===== config.mk =====
export PLATFORM = sky130hd
export DESIGN_NAME = mc68030_slave_ctrl
export DESIGN_NICKNAME = d
export VERILOG_FILES = /design/src/rtl/mc68030_slave_ctrl.sv
export SDC_FILE = /design/constraint.sdc
export NUM_CORES = 1
export LEC_CHECK = 0
export ABC_AREA = 1
export CAP_MARGIN = 20
export CORE_MARGIN = 2
export CORE_UTILIZATION = 40
export DETAILED_ROUTE_END_ITERATION = 16
export PLACE_DENSITY = 0.81
export SLEW_MARGIN = 20
export SYNTH_ARGS = -nofsm -noshare
export SYNTH_HDL_FRONTEND = slang
export SYNTH_SLANG_ARGS = --single-unit

===== constraint.sdc =====
create_clock -name cpu_clk -period 3.57 [get_ports cpu_clk]
set_input_delay 0.8925 -clock cpu_clk [delete_from_list [all_inputs] [get_ports cpu_clk]]
set_output_delay 0.8925 -clock cpu_clk [all_outputs]
set_load 0.005 [all_outputs]

===== src/rtl/mc68030_slave_ctrl.sv =====
`default_nettype none
// ============================================================================
// Module   : mc68030_slave_ctrl
// Purpose  : 68030 PDS slave bus-cycle sequencer; decodes the card window,
//            issues one backend request per cycle, ends it with STERM or BERR.
// Revision : 1.0 - initial release
// ============================================================================
module mc68030_slave_ctrl #(
  parameter logic [7:0] SLOT_BASE = 8'hF9,
  parameter int         TIMEOUT   = 255
) (
  input  logic        cpu_clk,
  input  logic        cpu_rst,
  input  logic        as_n,
  input  logic        ds_n,
  input  logic        rw_n,
  input  logic [1:0]  siz,
  input  logic [2:0]  fc,
  input  logic [31:0] a,
  input  logic [31:0] d_in,
  output logic [31:0] d_out,
  output logic        d_oe,
  output logic        sterm_n,
  output logic        berr_n,
  output logic        req_valid,
  input  logic        req_ready,
  output logic        req_we,
  output logic [29:0] req_addr,
  output logic [31:0] req_wdata,
  output logic [3:0]  req_be,
  input  logic        rsp_valid,
  input  logic [31:0] rsp_rdata
);

  localparam int                 c_CNT_W   = $clog2(TIMEOUT + 1);
  localparam logic [c_CNT_W-1:0] c_TO_LAST = c_CNT_W'(TIMEOUT - 1);

  typedef enum logic [2:0] {
    S_IDLE    = 3'd0,
    S_WDATA   = 3'd1,
    S_REQ     = 3'd2,
    S_WAIT    = 3'd3,
    S_TERM    = 3'd4,
    S_RECOVER = 3'd5,
    S_BERR    = 3'd6
  } state_t;

  state_t             r_state, w_state;
  logic [29:0]        r_addr, w_addr;
  logic               r_rw_n, w_rw_n;
  logic [3:0]         r_be, w_be_q;
  logic               r_we, w_we;
  logic [31:0]        r_wdata, w_wdata;
  logic [31:0]        r_dout, w_dout;
  logic               r_doe, w_doe;
  logic               r_sterm_n, w_sterm_n;
  logic               r_berr_n, w_berr_n;
  logic               r_req_valid, w_req_valid;
  logic [c_CNT_W-1:0] r_cnt, w_cnt;
  logic               r_abort, w_abort;

  logic       w_claim;
  logic       w_to;
  logic       w_aborted;
  logic       w_rsp_take;
  logic       w_to_fire;
  logic [2:0] w_last_lane;
  logic [3:0] w_be;

  assign w_claim   = !as_n && (a[31:24] == SLOT_BASE) && (fc != 3'b111);
  assign w_to      = (r_cnt == c_TO_LAST);
  assign w_aborted = r_abort | as_n;

  // Lanes past 3 are dropped: the 32-bit port only takes what fits.
  assign w_last_lane = {1'b0, a[1:0]} + ((siz == 2'b00) ? 3'd4 : {1'b0, siz}) - 3'd1;

  always_comb begin
    w_be = 4'b0000;
    for (int l = 0; l < 4; l++) begin
      if ((3'(l) >= {1'b0, a[1:0]}) && (3'(l) <= w_last_lane)) begin
        w_be[2'(3 - l)] = 1'b1;
      end
    end
  end

  always_comb begin
    w_state     = r_state;
    w_addr      = r_addr;
    w_rw_n      = r_rw_n;
    w_be_q      = r_be;
    w_we        = r_we;
    w_wdata     = r_wdata;
    w_dout      = r_dout;
    w_doe       = r_doe;
    w_sterm_n   = 1'b1;
    w_berr_n    = r_berr_n;
    w_req_valid = 1'b0;
    w_cnt       = r_cnt;
    w_abort     = r_abort;
    w_rsp_take  = 1'b0;
    w_to_fire   = 1'b0;

    case (r_state)
      S_IDLE: begin
        w_doe    = 1'b0;
        w_berr_n = 1'b1;
        if (w_claim) begin
          w_addr  = a[31:2];
          w_rw_n  = rw_n;
          w_be_q  = w_be;
          w_we    = ~rw_n;
          w_cnt   = '0;
          w_abort = 1'b0;
          w_state = rw_n ? S_REQ : S_WDATA;
        end
      end
      S_WDATA: begin
        if (as_n) begin
          w_state = S_IDLE;
        end else if (!ds_n) begin
          w_wdata = d_in;
          w_cnt   = '0;
          w_state = S_REQ;
        end
      end
      S_REQ: begin
        w_cnt       = r_cnt + c_CNT_W'(1);
        w_abort     = w_aborted;
        w_req_valid = 1'b1;
        if (r_req_valid && req_ready) begin
          w_req_valid = 1'b0;
          if (rsp_valid) begin
            w_rsp_take = 1'b1;
          end else if (w_to) begin
            w_to_fire = 1'b1;
          end else begin
            w_state = S_WAIT;
          end
        end else if (w_to) begin
          w_req_valid = 1'b0;
          w_to_fire   = 1'b1;
        end
      end
      S_WAIT: begin
        w_cnt   = r_cnt + c_CNT_W'(1);
        w_abort = w_aborted;
        if (rsp_valid) begin
          w_rsp_take = 1'b1;
        end else if (w_to) begin
          w_to_fire = 1'b1;
        end
      end
      S_TERM: begin
        w_sterm_n = 1'b0;
        w_doe     = r_rw_n;
        w_state   = S_RECOVER;
      end
      S_RECOVER: begin
        if (as_n) begin
          w_doe   = 1'b0;
          w_state = S_IDLE;
        end
      end
      S_BERR: begin
        if (as_n) begin
          w_berr_n = 1'b1;
          w_state  = S_IDLE;
        end
      end
      default: begin
        w_state = S_IDLE;
      end
    endcase

    // An aborted cycle still finishes the backend handshake, but the CPU sees nothing.
    if (w_rsp_take) begin
      if (w_aborted) begin
        w_state = S_IDLE;
      end else begin
        if (r_rw_n) begin
          w_dout = rsp_rdata;
        end
        w_state = S_TERM;
      end
    end
    if (w_to_fire) begin
      if (w_aborted) begin
        w_state = S_IDLE;
      end else begin
        w_berr_n = 1'b0;
        w_state  = S_BERR;
      end
    end
  end

  always_ff @(posedge cpu_clk) begin
    if (cpu_rst) begin
      r_state     <= S_IDLE;
      r_addr      <= '0;
      r_rw_n      <= 1'b1;
      r_be        <= '0;
      r_we        <= 1'b0;
      r_wdata     <= '0;
      r_dout      <= '0;
      r_doe       <= 1'b0;
      r_sterm_n   <= 1'b1;
      r_berr_n    <= 1'b1;
      r_req_valid <= 1'b0;
      r_cnt       <= '0;
      r_abort     <= 1'b0;
    end else begin
      r_state     <= w_state;
      r_addr      <= w_addr;
      r_rw_n      <= w_rw_n;
      r_be        <= w_be_q;
      r_we        <= w_we;
      r_wdata     <= w_wdata;
      r_dout      <= w_dout;
      r_doe       <= w_doe;
      r_sterm_n   <= w_sterm_n;
      r_berr_n    <= w_berr_n;
      r_req_valid <= w_req_valid;
      r_cnt       <= w_cnt;
      r_abort     <= w_abort;
    end
  end

  assign d_out     = r_dout;
  assign d_oe      = r_doe;
  assign sterm_n   = r_sterm_n;
  assign berr_n    = r_berr_n;
  assign req_valid = r_req_valid;
  assign req_we    = r_we;
  assign req_addr  = r_addr;
  assign req_wdata = r_wdata;
  assign req_be    = r_be;

endmodule
`default_nettype wire


==> impl_metrics.tcl <==
set metrics [dict create \
    status "complete, no violations" \
    worstMarginPinSlew_ps 642 \
    power.leakage_uw 0.00298 \
    drv_cap 0 \
    slowest_delay_ps 530 \
    vias_per_cell 4.88 \
    fin_nets 908 \
    fp.dieH_um 110 \
    ctsHoldBuffers 0 \
    vias 4612 \
    grt_pass1_wl_um 20000 \
    synth_top_cell_area_share_pct 51.2 \
    arrival_ps 1400 \
    final.period_utilization_pct 64.3 \
    synth.area.top_cells "dfxtp_1 (51%), nor2_1 (16%), o21ai_0 (10%)" \
    place.gp.congestion 0.840 \
    crit_slowest_cell "clkdlybuf4s50_1" \
    async_flop_share_pct 0 \
    initial_utilization_pct 41.1 \
    area_growth_pct 60.9 \
    drc 0 \
    cts_inserted_buffers 17 \
    cts_max_level 4 \
    synth_cells 593 \
    wl_per_cell_um 13.8 \
    die_w_um 110 \
    setup_violations 0 \
    clk_pin_slew_ps 50 \
    endpoint_kind "primary output" \
    drv_slew 0 \
    worstSkewPairLatency_ps 510 \
    cp_max_fo 2 \
    pin_count 211 \
    syn_area_um2 4450 \
    yosysTopAreaCell "dfxtp_1" \
    worst-path-buf-inv 1 \
    diodes 0 \
    first_pass_iters 4 \
    die_area_um2 12000 \
    drt_iter0_drc 256 \
    synth-seq-cells 114 \
    clockBufferDepth 2 \
    power_uw 3540 \
    antenna_left 0 \
    fin_cells 945 \
    path_cells "clkdlybuf4s50_1" \
    overflow 0 \
    slew-limit-headroom_pct 57.1 \
    layout-drive-gt1-share_pct 6.34 \
    cp-start-kind "register" \
    dp_hpwl_um 9440 \
    worstHoldPathType "reg2reg" \
    cts.sinks 114 \
    io_buffers 208 \
    syn-mean-instance-area_um2 7.51 \
    antenna_found_initial 0 \
    setup-tns-final_ps 0 \
    peakVddDrop_mv 0.318 \
    drt_wl_total_um 13100 \
    synth_edf_count 0 \
    synth_cell_types 34 \
    max_freq_mhz 436 \
    power.density_nw_per_um2 493 \
    synth_flop_cell "dfxtp_1" \
    required_ps 2680 \
    ys_top_cells_by_count "nor2_1 (192), dfxtp_1 (114), o21ai_0 (89)" \
    grt_pass1_vias 4477 \
    grt_usage_pct 21.4 \
    grt_setup_unrepaired "no" \
    critPathKind "reg2out" \
    synth-seq-area-share_pct 51.2 \
    postCtsSetupBuffers 0 \
    core_region_area_um2 10800 \
    final_period_minus_worst_setup_slack_ps 2290 \
    synth_most_common_cell "nor2_1" \
    finalClockSkew_ps 9.66 \
    ys_warn_count 0 \
    ctsResizeCount 0 \
    placedCellCount 916 \
    path_delay_family "buffers and inverters" \
    cts_tree "yes" \
    root_buffer "clkbuf_8" \
    final_hold_viol_count 0 \
    num_rows 38 \
    grt_max_degree 51 \
]
-- worst paths after layout --
kind | slack, ps | endpoint | depth (start not counted) | start
hold / removal | 460 | req_addr[24]$_SDFFE_PP0P_ | 2 | req_addr[24]$_SDFFE_PP0P_
setup / recovery | 1280 | req_addr[21] | 1 | req_addr[21]$_SDFFE_PP0P_
hold reg to reg | 460 | req_addr[24]$_SDFFE_PP0P_ | 2 | req_addr[24]$_SDFFE_PP0P_
setup reg to reg | 1730 | req_be[1]$_SDFFE_PP0P_ | 6 | r_state[0]$_SDFFE_PP0P_
-- registers in the layout (all words and copies together), names as in the netlist --
register,cells
berr_n,1
d_oe,1
d_out,32
r_abort,1
r_cnt,8
r_rw_n,1
r_state,3
req_addr,30
req_be,2
req_valid,1
req_wdata,32
req_we,1
sterm_n,1
-- cell families after synthesis --
| kind of cell | synth area share [%] |
|---|---|
| AO/OA/AOI/OAI | 13.7 |
| flip-flops | 51.2 |
| AND/OR/NAND/NOR | 26.6 |
| XOR/XNOR | 0.197 |
| buffers and inverters | 6.77 |
| adder cells (fa/ha/maj) | 1.40 |
| other | 0.0842 |
-- layout by cell type, fill, tap and decap left out --
| cell type | synthesis | routed |
|---|---|---|
| a21oi_1 | 14 | 14 |
| a31oi_1 | 1 | 1 |
| buf_12 | 0 | 1 |
| buf_4 | 4 | 5 |
| bufinv_16 | 0 | 1 |
| clkbuf_16 | 0 | 16 |
| clkbuf_8 | 0 | 8 |
| clkdlybuf4s50_1 | 0 | 208 |
| clkinv_2 | 0 | 4 |
| conb_1 | 1 | 2 |
| dfxtp_1 | 114 | 114 |
| ha_1 | 5 | 5 |
| inv_1 | 32 | 31 |
| inv_2 | 4 | 5 |
| nand2_1 | 53 | 53 |
| nand2_2 | 1 | 1 |
| nand3_1 | 22 | 22 |
| nand3_2 | 1 | 1 |
| nand3b_1 | 2 | 2 |
| nand4_1 | 3 | 3 |
| nand4_2 | 1 | 1 |
| nor2_1 | 192 | 192 |
| nor2_2 | 2 | 2 |
| nor2_4 | 1 | 1 |
| nor3_1 | 4 | 4 |
| nor3_4 | 1 | 1 |
| nor3b_1 | 1 | 1 |
| o211ai_1 | 1 | 1 |
| o21a_1 | 6 | 6 |
| o21ai_0 | 89 | 89 |
| o21ai_1 | 1 | 1 |
| o21bai_1 | 2 | 2 |
| o31ai_1 | 1 | 1 |
| o32ai_1 | 1 | 1 |
| or2_2 | 4 | 4 |
| xnor2_1 | 1 | 1 |
-- where the power goes --
| part | total, uW | switching, uW | internal [uW] |
|---|---|---|---|
| logic | 563 | 266 | 297 |
| clock network | 1570 | 540 | 1030 |
| registers | 1400 | 48.8 | 1350 |
-- per-stage QoR --
stage | instance area, um2 | util [%] | setup slack (ps) | hold slack (ps)
2_1_floorplan | 4460 | - | 1530 | 435
3_3_place_gp | 6610 | 60.9 | 934 | 445
3_5_place_dp | 6610 | 60.9 | 776 | 453
4_1_cts | 7170 | 66.1 | 1250 | 461
5_1_grt | 7170 | 66.1 | 1170 | 478
6_report | 7170 | 66.1 | 1280 | 458
-- area by class of cell --
class	count	area (um2)
timing repair buffer	214	2140
clock buffer	24	510
multi-input combinational	412	1870
inverter	36	135
tap	140	175
sequential	114	2280
clock inverter	5	50.0
fill	873	3670
-- per-layer routing --
metal  share of wire [%]  vias to the layer above  routed length [um]  GRT usage [%]
li1                    -                     2298                   -              -
met1                  40                     2113                5180           22.6
met2                  50                      178                6500           37.8
met3                 9.0                       23                1180           8.48
met4                 1.8                        0                 235           8.50
met5                   0                        -                   0              0
No activity file was read; power rests on OpenSTA's default activity.
